--- config.mk ---
export PLATFORM = sky130hd
export DESIGN_NAME = rr_arbiter_quantum
export DESIGN_NICKNAME = d
export VERILOG_FILES = /design/src/rtl/arb_pkg.sv /design/src/rtl/rr_pick_next.sv /design/src/rtl/rr_arbiter_quantum.sv
export SDC_FILE = /design/constraint.sdc
export NUM_CORES = 1
export LEC_CHECK = 0
export BUFFER_PORTS_ARGS = -buffer_cell sky130_fd_sc_hd__buf_4
export CAP_MARGIN = 25
export CORE_MARGIN = 2
export CORE_UTILIZATION = 45
export CTS_CLUSTER_DIAMETER = 60
export DETAILED_ROUTE_END_ITERATION = 6
export GPL_TIMING_DRIVEN = 0
export SLEW_MARGIN = 40
export SYNTH_ARGS = -nofsm -noshare
export SYNTH_HDL_FRONTEND = slang
export SYNTH_SLANG_ARGS = --single-unit
export TNS_END_PERCENT = 10
--- constraint.sdc ---
create_clock -name clk -period 3.9 [get_ports clk]
set_input_delay 0.585 -clock clk [delete_from_list [all_inputs] [get_ports clk]]
set_output_delay 0.585 -clock clk [all_outputs]
set_load 0.05 [all_outputs]
--- src/rtl/arb_pkg.sv ---
// Shared definitions for the quantum round-robin arbiter.
//   state_t   : arbiter FSM states (IDLE, OWN)
//   pick_t    : result of a rotate-priority scan (found flag + index)
//   MAX_N     : largest supported requester count
//   IDX_W     : index width wide enough for MAX_N requesters
//   rr_scan   : first requester with req high, scanning cyclically from start
//   rr_pick   : same scan, starting just after the last-served pointer
package arb_pkg;

  localparam int unsigned MAX_N = 16;
  localparam int unsigned IDX_W = 4;

  typedef enum logic {
    IDLE = 1'b0,
    OWN  = 1'b1
  } state_t;

  typedef struct packed {
    logic             found;
    logic [IDX_W-1:0] idx;
  } pick_t;

  // Pointer increment that wraps at n-1 back to 0.
  function automatic logic [IDX_W-1:0] next_ptr(input logic [IDX_W-1:0] p,
                                                input int unsigned      n);
    return (32'(p) == n - 1) ? '0 : p + IDX_W'(1);
  endfunction

  // Only the lowest n bits of req take part; start must be below n, so a
  // single conditional subtraction is enough to wrap the scan position.
  function automatic pick_t rr_scan(input logic [MAX_N-1:0] req,
                                    input logic [IDX_W-1:0] start,
                                    input int unsigned      n);
    pick_t       r;
    int unsigned k;
    r = '0;
    for (int unsigned i = 0; i < MAX_N; i++) begin
      k = 32'(start) + i;
      if (k >= n) k = k - n;
      if (i < n && !r.found && req[k[IDX_W-1:0]]) begin
        r.found = 1'b1;
        r.idx   = k[IDX_W-1:0];
      end
    end
    return r;
  endfunction

  function automatic pick_t rr_pick(input logic [MAX_N-1:0] req,
                                    input logic [IDX_W-1:0] last,
                                    input int unsigned      n);
    return rr_scan(req, next_ptr(last, n), n);
  endfunction

endpackage

--- src/rtl/rr_pick_next.sv ---
// Combinational rotate-priority encoder.
//   req   : N-bit request vector (already masked by the caller)
//   start : index scanned first; the scan wraps from N-1 to 0
//   valid : some bit of req is set
//   idx   : first set bit at or after start, cyclically
module rr_pick_next
  import arb_pkg::*;
#(
  parameter int unsigned N  = 4,
  parameter int unsigned IW = $clog2(N)
) (
  input  logic [N-1:0]  req,
  input  logic [IW-1:0] start,
  output logic          valid,
  output logic [IW-1:0] idx
);

  logic [MAX_N-1:0] req_ext;
  logic [IDX_W-1:0] start_ext;
  pick_t            pick;
  logic             unused_idx_hi;

  always_comb begin
    req_ext              = '0;
    req_ext[N-1:0]       = req;
    start_ext            = '0;
    start_ext[IW-1:0]    = start;
  end

  assign pick  = rr_scan(req_ext, start_ext, N);
  assign valid = pick.found;
  assign idx   = pick.idx[IW-1:0];

  // Upper index bits are always zero for N below MAX_N.
  assign unused_idx_hi = &{1'b0, pick.idx};

endmodule

--- src/rtl/rr_arbiter_quantum.sv ---
// Round-robin arbiter with a per-grant time quantum. An owner keeps the grant
// while its request is high, but after HOLD_CYCLES granted cycles it yields to
// the next waiting requester in round-robin order.
//   clk      : rising-edge clock
//   rst_n    : asynchronous active-low reset
//   req      : level request per requester, held until served
//   grant    : registered one-hot grant, all-zero when idle
//   grant_id : index of the current owner, 0 when idle
//   busy     : grant is non-zero
//   preempt  : one-cycle pulse when the owner lost the grant to quantum expiry
module rr_arbiter_quantum
  import arb_pkg::*;
#(
  parameter int unsigned N           = 4,
  parameter int unsigned HOLD_CYCLES = 8,
  parameter int unsigned CW          = 8
) (
  input  logic                 clk,
  input  logic                 rst_n,
  input  logic [N-1:0]         req,
  output logic [N-1:0]         grant,
  output logic [$clog2(N)-1:0] grant_id,
  output logic                 busy,
  output logic                 preempt
);

  localparam int unsigned IW = $clog2(N);

  state_t        state, state_n;
  logic [IW-1:0] last, last_n;
  logic [IW-1:0] owner_n;
  logic [CW-1:0] cnt, cnt_n;
  logic [N-1:0]  grant_n;
  logic          busy_n, preempt_n;

  logic [IW-1:0] base, start;
  logic          win_valid;
  logic [IW-1:0] win_idx;
  logic          owner_req, expired;

  // While owning, the owner is the requester about to become `last` on any
  // hand-over, so the scan starts after it; when idle it starts after `last`.
  assign base      = (state == OWN) ? grant_id : last;
  assign start     = (base == IW'(N - 1)) ? '0 : base + IW'(1);
  assign owner_req = req[grant_id];
  assign expired   = (cnt == CW'(HOLD_CYCLES));

  // The owner's own bit is masked so a pick is always a different requester.
  rr_pick_next #(
    .N  (N),
    .IW (IW)
  ) u_pick (
    .req   (req & ~grant),
    .start (start),
    .valid (win_valid),
    .idx   (win_idx)
  );

  always_comb begin
    // NOTE: every signal assigned here gets a default first, so no path can
    // leave one unassigned and infer a latch.
    state_n   = state;
    last_n    = last;
    owner_n   = grant_id;
    cnt_n     = cnt;
    preempt_n = 1'b0;

    case (state)
      IDLE: begin
        if (win_valid) begin
          state_n = OWN;
          owner_n = win_idx;
          cnt_n   = CW'(1);
        end
      end
      OWN: begin
        if (!owner_req) begin
          // Release takes priority over a coincident expiry: no preempt.
          last_n = grant_id;
          if (win_valid) begin
            owner_n = win_idx;
            cnt_n   = CW'(1);
          end else begin
            state_n = IDLE;
            owner_n = '0;
            cnt_n   = '0;
          end
        end else if (expired && win_valid) begin
          last_n    = grant_id;
          owner_n   = win_idx;
          cnt_n     = CW'(1);
          preempt_n = 1'b1;
        end else if (expired) begin
          cnt_n = CW'(1);
        end else begin
          cnt_n = cnt + CW'(1);
        end
      end
      default: state_n = IDLE;
    endcase

    grant_n = '0;
    if (state_n == OWN) grant_n[owner_n] = 1'b1;
    busy_n = (state_n == OWN);
  end

  // NOTE: state registers use non-blocking assignments so every flop samples
  // the pre-edge values, independent of statement order.
  always_ff @(posedge clk or negedge rst_n) begin
    if (!rst_n) begin
      state    <= IDLE;
      last     <= IW'(N - 1);
      grant_id <= '0;
      cnt      <= '0;
      grant    <= '0;
      busy     <= 1'b0;
      preempt  <= 1'b0;
    end else begin
      state    <= state_n;
      last     <= last_n;
      grant_id <= owner_n;
      cnt      <= cnt_n;
      grant    <= grant_n;
      busy     <= busy_n;
      preempt  <= preempt_n;
    end
  end

endmodule

---- Word-level counts from Yosys, hierarchy flattened ----
Index checks and enable logic that the tools add are counted.
word-level totals
  register bits ........................... 18
  RAM bits ................................ 0
  output and inout port bits .............. 8
  memories kept ........................... 0
  bits in latches ......................... 0
  ROM bits ................................ 0
  word-level logic and storage cells ...... 84
  input port bits ......................... 6
cells by class
  eq/ne operators ......................... 4
  add/subtract/negate cells ............... 9
  bitwise operators ....................... 3
  multipliers ............................. 0
  shift-type cells ........................ 0
  order comparisons ....................... 11
  reduce and logical (&&, ||, !) cells .... 9
  div/mod/pow operators ................... 0
  mux-type cells .......................... 42
operators with widths
  operator                                                            count
  greater-or-equal comparator 32 x 3 -> 1 bit, second input constant  3
  2-to-1 mux 8 bit                                                    4
  less-than comparator 4 x 5 -> 1 bit, second input constant          4
  2-to-1 mux 4 bit                                                    5
  2-to-1 mux 5 bit                                                    4
  binary-select mux 1 bit (select 4 bit)                              4
  2-to-1 mux 2 bit                                                    8
  case mux 8 bit (2 select lines)                                     1
  2-to-1 mux 1 bit                                                    12
  subtractor 4 x 3 -> 4 bit, second input constant                    3
  adder 8 x 1 -> 8 bit, second input constant                         1
  == test 8 x 4 -> 1 bit, second input constant                       1
  adder 2 x 2 -> 3 bit, second input constant                         2
  less-than comparator 2 x 3 -> 1 bit, second input constant          2
  logical AND 1 bit                                                   5
  bitwise AND 4 bit                                                   1
  != test 2 x 1 -> 1 bit, second input constant                       2
  NOT 4 bit                                                           1
  case mux 2 bit (2 select lines)                                     1
  subtractor 2 x 3 -> 4 bit, second input constant                    1
  adder 2 x 1 -> 3 bit, second input constant                         1
  greater-or-equal comparator 2 x 3 -> 1 bit, second input constant   1
  logical NOT 1 bit                                                   3
  adder 2 x 1 -> 2 bit, second input constant                         1
  7 further kinds                                                     7

---- Logic depth before layout (Yosys ltp) ----
Gate-level depths: netlist of run 1.
  word-level depth ........................ 26
  mapped depth ............................ 13

---- By module ----
A second synthesis of run 1 with hierarchy kept.
unflattened totals
  cell total of the unflattened synthesis .. 140
  area, all modules ....................... 1395.1 sq um
modules (own cells, without submodules)
  module              instances  area an instance (sq um)  cells each
  rr_arbiter_quantum  1          1084.8                    101
  rr_pick_next        1          310.3                     39

---- Worst setup path after synthesis of run 1 ----
Ideal clock, no wire load.
  path type ............................... reg-to-reg
  start ................................... reg state
  end ..................................... reg grant[3]
  stages on the path, launching flop included .. 13
  path buffers ............................ 2
  path slack .............................. 657 ps
  library setup time ...................... 120 ps
  arrival time ............................ 3123 ps
  data required time ...................... 3780 ps
  cells stage by stage .................... dfrtp_1 buf_6 mux2i_4 ha_1 buf_2 inv_1 a211oi_1 o221ai_1 a22oi_2 or2_4 a21o_1 a221o_2 and3_1
between the ends
  word-level cells in the longest chain between the ends .. 26
  elaborated cells on any way between the ends .. 53
  those cells by class .................... add/sub (8); order compare (6); eq/ne (1); mux (29); bitwise (1); reduce/logical (8)
ends and longest elaborated chain
  what                                                                                                                     line                       RTL
  start, declared                                                                                                          rr_arbiter_quantum.sv:29   state_t state, state_n;
  start signal, assigned                                                                                                   rr_arbiter_quantum.sv:119  state <= state_n;
  branches (longest 20 deep; another with greater-or-equal comparator 32 x 3 -> 1 bit)                                     -
  case mux 2 bit (2 select lines) *                                                                                        rr_arbiter_quantum.sv:68   case (state)
  net owner_n[1]                                                                                                           rr_arbiter_quantum.sv:31   logic [IW-1:0] owner_n;
  less-than comparator 2 x 3 -> 1 bit (not written as such) or greater-or-equal comparator 2 x 1 -> 1 bit (tied branches)  rr_arbiter_quantum.sv:103  if (state_n == OWN) grant_n[owner_n] = 1'b1;
  logical AND 1 bit (not written as such)                                                                                  rr_arbiter_quantum.sv:103
  2-to-1 mux 1 bit (not written as such)                                                                                   rr_arbiter_quantum.sv:103
  demux 1 bit (select 2 bit) *                                                                                             rr_arbiter_quantum.sv:103
  2-to-1 mux 4 bit *                                                                                                       rr_arbiter_quantum.sv:103
  net grant_n[3]                                                                                                           rr_arbiter_quantum.sv:33   logic [N-1:0] grant_n;
  end signal, assigned                                                                                                     rr_arbiter_quantum.sv:123  grant <= grant_n;
  end, declared                                                                                                            rr_arbiter_quantum.sv:21   output logic [N-1:0] grant,
Mark *: on every way through the listed nets, which the timed path passes. The select of a mux whose other input is x is not followed.
A chain may end at the register's enable or synchronous reset.

---- Worst setup path in the final report of run 1 ----
Same ends and word-level chain as after synthesis.

==> results of run 1 <==
kinds of logic after synthesis:
kind of cell	synth area share, %
AO/OA/AOI/OAI	18.85
XOR/XNOR	0.6700
flip-flops	34.64
buffers and inverters	5.646
adder cells (fa/ha/maj)	4.785
AND/OR/NAND/NOR	24.59
multiplexers	10.81
per-stage QoR:
| stage | cell area (um^2) | hold WS, ns |
|---|---|---|
| floorplan | 1308 | 0.2894 |
| global placement | 1444 | 0.4644 |
| detailed placement | 1444 | 0.4670 |
| CTS | 1480 | 0.1335 |
| global route | 1480 | 0.1390 |
| finish | 1480 | 0.1217 |
final timing paths:
kind / startpoint / endpoint / slack [ns] / depth (start not counted)
worst max-delay path: state$_DFF_PN0_ / grant[3]$_DFF_PN0_ / 0.68 / 12
worst min-delay path: rst_n / cnt[1]$_DFFE_PN0P_ / 0.12 / 1
worst max register to register: state$_DFF_PN0_ / grant[3]$_DFF_PN0_ / 0.68 / 12
worst min register to register: cnt[3]$_DFFE_PN0P_ / cnt[3]$_DFFE_PN0P_ / 0.54 / 1
max in group asynchronous: rst_n / last[1]$_DFFE_PN1P_ / 3.52 / 1
min in group clk: cnt[3]$_DFFE_PN0P_ / cnt[3]$_DFFE_PN0P_ / 0.54 / 1
Yosys cell counts (2+ instances only):
master	number
a211oi_1	2
a21oi_1	7
a22o_1	2
a32oi_1	2
and2_1	2
and2_2	2
and3_1	3
buf_2	2
buf_6	2
dfrtp_1	16
dfstp_2	2
ha_1	5
inv_1	6
inv_2	2
mux2_2	3
mux2i_1	4
mux2i_4	2
nand2_1	14
nand2b_1	2
nand3_1	5
nor2_1	11
nor2b_1	3
nor3_1	5
nor3b_1	2
nor4_1	2
o21ai_0	9
o221ai_1	2
o31ai_1	2
final cells by class:
class,count,area (um^2)
plain buffers,6,43.79
clock buffers,4,36.28
fillers,260,1277
inverters,8,30.03
multi-input cells,110,780.7
flip-flops and latches,18,452.9
well taps,31,38.79
repair buffers,13,97.59
worst reg2reg max path, cell delays in order, from the launching register on:
cell and delay, ns:
dfrtp_1 0.38, buf_6 0.16, mux2i_4 0.40, ha_1 0.30
buf_2 0.17, inv_1 0.15, a211oi_1 0.07, o221ai_1 0.20
a22oi_2 0.17, or2_4 0.30, a21o_1 0.18, a221o_2 0.44
and3_1 0.20
state kept, by name, indices dropped and copies added (netlist names):
register  count
grant         4
grant_id      2
state         1
preempt       1
cnt           8
last          2
metal layers:
metal / track usage (%) / part of all wire (%) / vias to the layer above / routed length, um
li1: - / - / 546 / -
met1: 27.75 / 49 / 543 / 1407
met3: 1.786 / 2.8 / 6 / 81
met4: 8.638 / 2.1 / 0 / 60
met2: 30.84 / 47 / 16 / 1350
met5: 0 / 0 / - / 0
==> metrics, run 1 <==
Hold Crit Class=primary input to async pin; Starting Density=47.41%; CP Class=flop to flop; worst setup margin=0.6757 ns; asr flop ratio synth=100.0%; post-DR wirelength/cell=15.26 um; Starting DRT DRC Count=73; largest net degree at the start of global routing=19; CP top delay family=compound AO/OA/AOI/OAI gates; crit-path max FO=9; # resized after CTS=0; router iterations before antenna repair=4; Top FF cell, synth=dfrtp_1; io pins=14; Synth area leader=dfrtp_1; Bufs and invs on worst path=3; most frequent cells in the layout=dfrtp_1, buf_4, nand2_1, nor2_1, o21ai_0; initial antenna violation count=0; WP data required=4.11 ns; post-synth cell types=49; WP data arrival=3.44 ns; commonest non-fill, non-tap cell in the layout=dfrtp_1; via density per instance=5.847; Die X-Extent=57.91 um; Area contributors post-synth=dfrtp_1, ha_1, dfstp_2; first-pass GRT wire length=5.030 mm; final slew viol count=0; post-DP HPWL=2.187 mm; core area=2758 um^2; Max stage delay cell, worst path=a221o_2; register bit total from synthesis=18; Layout area overhead=13.21%; DIE AREA=3353 um^2; final antenna-violating net count=0; Setup crit end kind=flop; Total Routing Usage GR=19.65%; period utilisation layout=82.67%; htree depth=1; clock slew at reported path FFs=0.11 ns; syn_area_per_cell=9.208 um^2; pre-CTS setup slack=0.7330 ns; Inst Count DP=186; Finished Layout Cells=190; final setup fails=0; worst-path cell chain=buf_6 -> mux2i_4 -> ha_1 -> buf_2 -> inv_1 -> a211oi_1 -> o221ai_1 -> a22oi_2 -> or2_4 -> a21o_1 -> a221o_2 -> and3_1; Final min period=3.224 ns; fraction of final layout cells with drive strength greater than 1=26.42%; CTS tree=yes; worst slew pin tran=0.4567 ns; Max-slew headroom=69.49%; clk buf depth=2; total CTS buffers=3; PortBufs=13; final hold vios=0; Via Count=1,111; Post-synth EDFFs=0; root buf cell=clkbuf_4; Syn Nets=153; status=completed; Util after Layout=53.68%; Post-Syn Instances=142; latest clock arrival within the worst-skew pair=0.31 ns; maximum clock frequency=0.3101 GHz; setup repair after global routing missed its margin=no; final setup TNS=0 ns; gr ovfl total=0; max-cap violations=0; Antenna diodes=0; postcts setup bufs=0; Post-Syn Area=1308 um^2; vias in the first global route=1,034; Setup Skew=0.006022 ns; Critical Path Source Type=flop; drc violations=0; final net count=171; Die Y=57.91 um; clk sink count=18; gp weighted congestion=0.8334; Synth top area share=30.62%; cts hold-fix bufs=0; yosys warns=0; Site Rows=19; Seq/Total Area, Yosys=34.64%; CP peak stage delay=0.44 ns; Total Wirelength=2.900 mm
Power of run 1 is left out: the tool's default activity adds up to more than one toggle a clock period on the data nets, which glitch-free logic cannot reach.
==> run 2, diff against run 1 <==
Settings changed: PLACE_DENSITY set to 0.66.
Clock period 3.9 ns to 2.7 ns, I/O delays scaled along.
==> metrics, run 2 (same netlist as run 1, synthesis figures left out) <==
status=finished, violations left; violations in the final reports=negative setup slack; largest net degree at the start of global routing=19 (unchanged); CP peak stage delay=0.47 ns (+0.03 ns); Final min period=2.715 ns (-0.5096 ns); DIE AREA=3353 um^2 (unchanged); Starting Density=47.41% (unchanged); WP data required=2.89 ns (-1.22 ns); final hold vios=0 (unchanged); final setup TNS=-0.02416 ns (-0.02416 ns); drc violations=0 (unchanged); Die Y=57.91 um (unchanged); io pins=14 (unchanged); post-DP HPWL=2.176 mm (-0.51%); via density per instance=5.931 (+1.4%); r2r setup slk=-0.01 ns (-0.69 ns); clock slew at reported path FFs=0.11 ns (about the same); PortBufs=13 (unchanged); maximum clock frequency=0.3684 GHz (+19%); Total Routing Usage GR=21.34% (+1.7 points); Site Rows=19 (unchanged); max-cap violations=0 (unchanged); Layout area overhead=31.10%; core area=2758 um^2 (unchanged); pre-CTS setup slack=-0.3564 ns (-1.089 ns); Total Wirelength=3.280 mm (+13%); multi-input logic area=918.4 um^2 (+18%); worst-path cell chain=mux2i_4 -> inv_2 -> ha_4 -> nand2_8 -> a211oi_2 -> o221ai_2 -> a22oi_2 -> or2_4 -> a21o_1 -> a221o_2 -> and3_4; Via Count=1,204 (+8.4%); latest clock arrival within the worst-skew pair=0.30 ns (about the same); crit-path max FO=5 (-4); root buf cell=clkbuf_4; Antenna diodes=0 (unchanged); reg-to-reg startpoint=state$_DFF_PN0_; worst setup margin=-0.01469 ns (-0.6904 ns); period utilisation layout=100.5% (+18 points); CP top delay family=compound AO/OA/AOI/OAI gates; fill count=229 (-12%); most frequent cells in the layout=buf_4, dfrtp_1, nand2_1, nor2_1, o21ai_0; Setup Skew=0.01626 ns (+0.01024 ns); gr ovfl total=0 (unchanged); router iterations before antenna repair=4 (unchanged); Max stage delay cell, worst path=dfrtp_2; Largest register FFs=8 (unchanged); htree depth=1 (unchanged); initial antenna violation count=0 (unchanged); Hold Crit Class=primary input to async pin; CTS tree=yes; Crit. path cell count=11 (-1); final setup fails=2 (+2); post-DR wirelength/cell=16.16 um (+5.9%); commonest non-fill, non-tap cell in the layout=buf_4; final slew viol count=0 (unchanged); clk sink count=18 (unchanged); Setup crit end kind=flop; Starting DRT DRC Count=38 (-48%); r2r worst-path depth=11 (-1); clk buf depth=2 (unchanged); Bufs and invs on worst path=1 (-2); largest reg by FF count=cnt; largest registers=cnt x8, grant x4; first-pass GRT wire length=5.526 mm (+9.9%); Reg2Reg Capture Point=grant[3]$_DFF_PN0_; gp weighted congestion=0.7970 (-4.4%); Die X-Extent=57.91 um (unchanged); worst slew pin tran=0.5604 ns (+0.1038 ns); setup repair after global routing missed its margin=yes; Setup crit start=state$_DFF_PN0_; CP Class=flop to flop; Max-slew headroom=62.56% (-6.9 points); FF+latch area=455.4 um^2 (+0.55%); final antenna-violating net count=0 (unchanged); final net count=184 (+7.6%); WP data arrival=2.90 ns (-0.54 ns); Critical Path Source Type=flop; fraction of final layout cells with drive strength greater than 1=41.28% (+15 points); total CTS buffers=3 (unchanged); vias in the first global route=1,207 (+17%)
## run 2: routing by layer
metal | part of all wire, % | GRT usage (%)
met1 | 45 | 28.35
met2 | 49 | 33.93
met3 | 3.8 | 4.018
met4 | 2.4 | 9.635
met5 | 0 | 0
## run 2: stage by stage
stage               utilization [%]  hold WS (ns)  std cells  area [um^2]
floorplan                         -        0.1094        142         1324
global placement              52.95        0.2883        186         1460
detailed placement            52.95        0.2898        186         1460
CTS                           59.17        0.5075        200         1632
global route                  62.16        0.5072        203         1714
finish                        62.16        0.5017        203         1714
## run 2: how the worst max path moves through the flow
stage / end / slack [ns]
final: grant[3]$_DFF_PN0_ / -0.01
after global routing: grant[2]$_DFF_PN0_ / -0.10
after CTS: grant[3]$_DFF_PN0_ / -0.02
after detailed placement: grant[3]$_DFF_PN0_ / -0.36
after global placement: grant[3]$_DFF_PN0_ / -0.31
after floorplan: grant[3]$_DFF_PN0_ / -0.27
## run 2: area by class of cell
cell class	count	area share, %
Multi-Input combinational cell	110	53.58
Inverter	8	2.044
Buffer	2	0.5110
Timing Repair Buffer	30	13.50
Sequential cell	18	26.57
Clock buffer	4	1.533
Tap cell	31	2.263
## run 2: repair_timing
item | CTS | global route
hold endpoints to repair | 16 | 0
endpoints found under the setup margin | 8 | 7
setup buffers | 12 | 4
pin swaps | 10 | 12
resized for setup | 15 | 10
gates cloned | 0 | 0
hold buffers | 1 | 0
## run 2: worst reg2reg max path: cells and delay by family (launching register included)
| kind | cells | cell delay (ns) |
|---|---|---|
| buffers and inverters | 1 | 0.09 |
| adder cells (fa/ha/maj) | 1 | 0.18 |
| AND/OR/NAND/NOR | 3 | 0.56 |
| multiplexers | 1 | 0.35 |
| flip-flops | 1 | 0.47 |
| AO/OA/AOI/OAI | 5 | 0.95 |
Power of run 2 is left out for the same reason.
==> run 3, diff against run 2 <==
Settings changed: CORE_UTILIZATION 45 to 52, PLACE_DENSITY 0.66 to 0.75.
==> metrics, run 3 (same netlist as run 1, synthesis figures left out) <==
Die X-Extent=54.15 um (-6.5%); largest registers=cnt x8, grant x4; total CTS buffers=3 (unchanged); Layout area overhead=26.22%; Starting Density=53.76% (+6.3 points); Total Wirelength=3.175 mm (-3.2%); core area=2432 um^2 (-12%); reg-to-reg startpoint=grant_id[0]$_DFF_PN0_; period utilisation layout=104.4% (+3.9 points); Largest register FFs=8 (unchanged); Setup Skew=0.0002178 ns (-0.01604 ns); gr ovfl total=0 (unchanged); max-cap violations=0 (unchanged); htree depth=1 (unchanged); Setup crit start=grant_id[0]$_DFF_PN0_; CTS tree=yes; gp weighted congestion=0.8628 (+8.3%); most frequent cells in the layout=buf_4, dfrtp_1, nand2_1, nor2_1, o21ai_0; WP data required=2.88 ns (about the same); worst setup margin=-0.1199 ns (-0.1052 ns); fill count=205 (-10%); io pins=14 (unchanged); final slew viol count=0 (unchanged); CP top delay family=compound AO/OA/AOI/OAI gates; initial antenna violation count=0 (unchanged); setup repair after global routing missed its margin=yes; clock slew at reported path FFs=0.09 ns (-0.02 ns); CP peak stage delay=0.43 ns (-0.04 ns); latest clock arrival within the worst-skew pair=0.28 ns (-0.02 ns); Final min period=2.820 ns (+0.1052 ns); status=finished, violations left; final setup TNS=-0.3589 ns (-0.3348 ns); PortBufs=13 (unchanged); Total Routing Usage GR=23.75% (+2.4 points); largest reg by FF count=cnt; router iterations before antenna repair=4 (unchanged); clk buf depth=2 (unchanged); drc violations=0 (unchanged); post-DP HPWL=2.203 mm (+1.3%); Critical Path Source Type=flop; Die Y=54.15 um (-6.5%); Max stage delay cell, worst path=a221o_2; largest net degree at the start of global routing=19 (unchanged); worst-path cell chain=buf_4 -> mux2i_4 -> inv_2 -> ha_4 -> nand2_4 -> a211oi_2 -> o221ai_2 -> a22oi_2 -> or2_4 -> a21o_1 -> a221o_2 -> and3_4; final net count=180 (-2.2%); CP Class=flop to flop; pre-CTS setup slack=-0.3688 ns (-0.01233 ns); fraction of final layout cells with drive strength greater than 1=38.10% (-3.2 points); root buf cell=clkbuf_4; Bufs and invs on worst path=2 (+1); Setup crit end kind=flop; Site Rows=18 (-1); WP data arrival=3.00 ns (+0.10 ns); maximum clock frequency=0.3546 GHz (-3.7%); DIE AREA=2932 um^2 (-13%); Starting DRT DRC Count=28 (-26%); vias in the first global route=1,158 (-4.1%); violations in the final reports=negative setup slack; first-pass GRT wire length=4.988 mm (-9.7%); Hold Crit Class=primary input to async pin; final setup fails=4 (+2); Max-slew headroom=63.33% (+0.77 points); final antenna-violating net count=0 (unchanged); Via Count=1,170 (-2.8%); final hold vios=0 (unchanged); Antenna diodes=0 (unchanged); worst slew pin tran=0.5489 ns (-0.01153 ns); clk sink count=18 (unchanged); crit-path max FO=7 (+2); via density per instance=5.909 (-0.37%); commonest non-fill, non-tap cell in the layout=buf_4; post-DR wirelength/cell=16.04 um (-0.76%)
## run 3: changes by cell type in the layout (fill, tap and decap cells not counted), sizes merged
cell | previous run | this run
buf | 30 | 26
## run 3: worst paths after layout
| kind | endpoint | cells past startpoint | slack [ns] |
|---|---|---|---|
| worst max-delay path | grant[3]$_DFF_PN0_ | 12 | -0.12 |
| worst min-delay path | grant[1]$_DFF_PN0_ | 2 | 0.52 |
| worst max register to register | grant[3]$_DFF_PN0_ | 12 | -0.12 |
| worst min register to register | cnt[7]$_DFFE_PN0P_ | 2 | 0.54 |
| max in group asynchronous | last[1]$_DFFE_PN1P_ | 2 | 1.93 |
| min in group clk | cnt[7]$_DFFE_PN0P_ | 2 | 0.54 |
## run 3: final cells by class
| class | instances | area (um^2) | share of cell area [%] |
|---|---|---|---|
| timing repair buffer | 24 | 182.7 | 11.07 |
| sequential | 18 | 455.4 | 27.60 |
| clock buffer | 4 | 26.28 | 1.592 |
| inverter | 8 | 35.03 | 2.123 |
| tap | 30 | 37.54 | 2.274 |
| multi-input combinational | 110 | 882.1 | 53.45 |
| buffer | 4 | 31.28 | 1.895 |
## run 3: what timing repair did
| item | CTS | global route |
|---|---|---|
| endpoints found under the setup margin | 8 | 8 |
| endpoints found under the hold margin | 16 | 0 |
| setup buffers | 8 | 2 |
| pin swaps | 11 | 2 |
| hold buffers | 1 | 0 |
| gates resized for setup | 14 | 4 |
## run 3: routing by layer
metal | vias up | routed length, um | GRT usage (%)
met1 | 573 | 1351 | 26.23
met5 | - | 0 | 0
li1 | 570 | - | -
met4 | 0 | 36 | 7.917
met3 | 5 | 86 | 2.778
met2 | 22 | 1700 | 45.98
## run 3: stage by stage
stage	cell area, um^2	hold WS, ns	utilization [%]	std cells
2_1_floorplan	1324	0.1094	-	142
3_3_place_gp	1459	0.2804	59.98	185
3_5_place_dp	1459	0.2818	59.98	185
4_1_cts	1608	0.5128	66.10	196
5_1_grt	1650	0.5232	67.85	198
6_report	1650	0.5158	67.85	198
Power of run 3 is left out for the same reason.
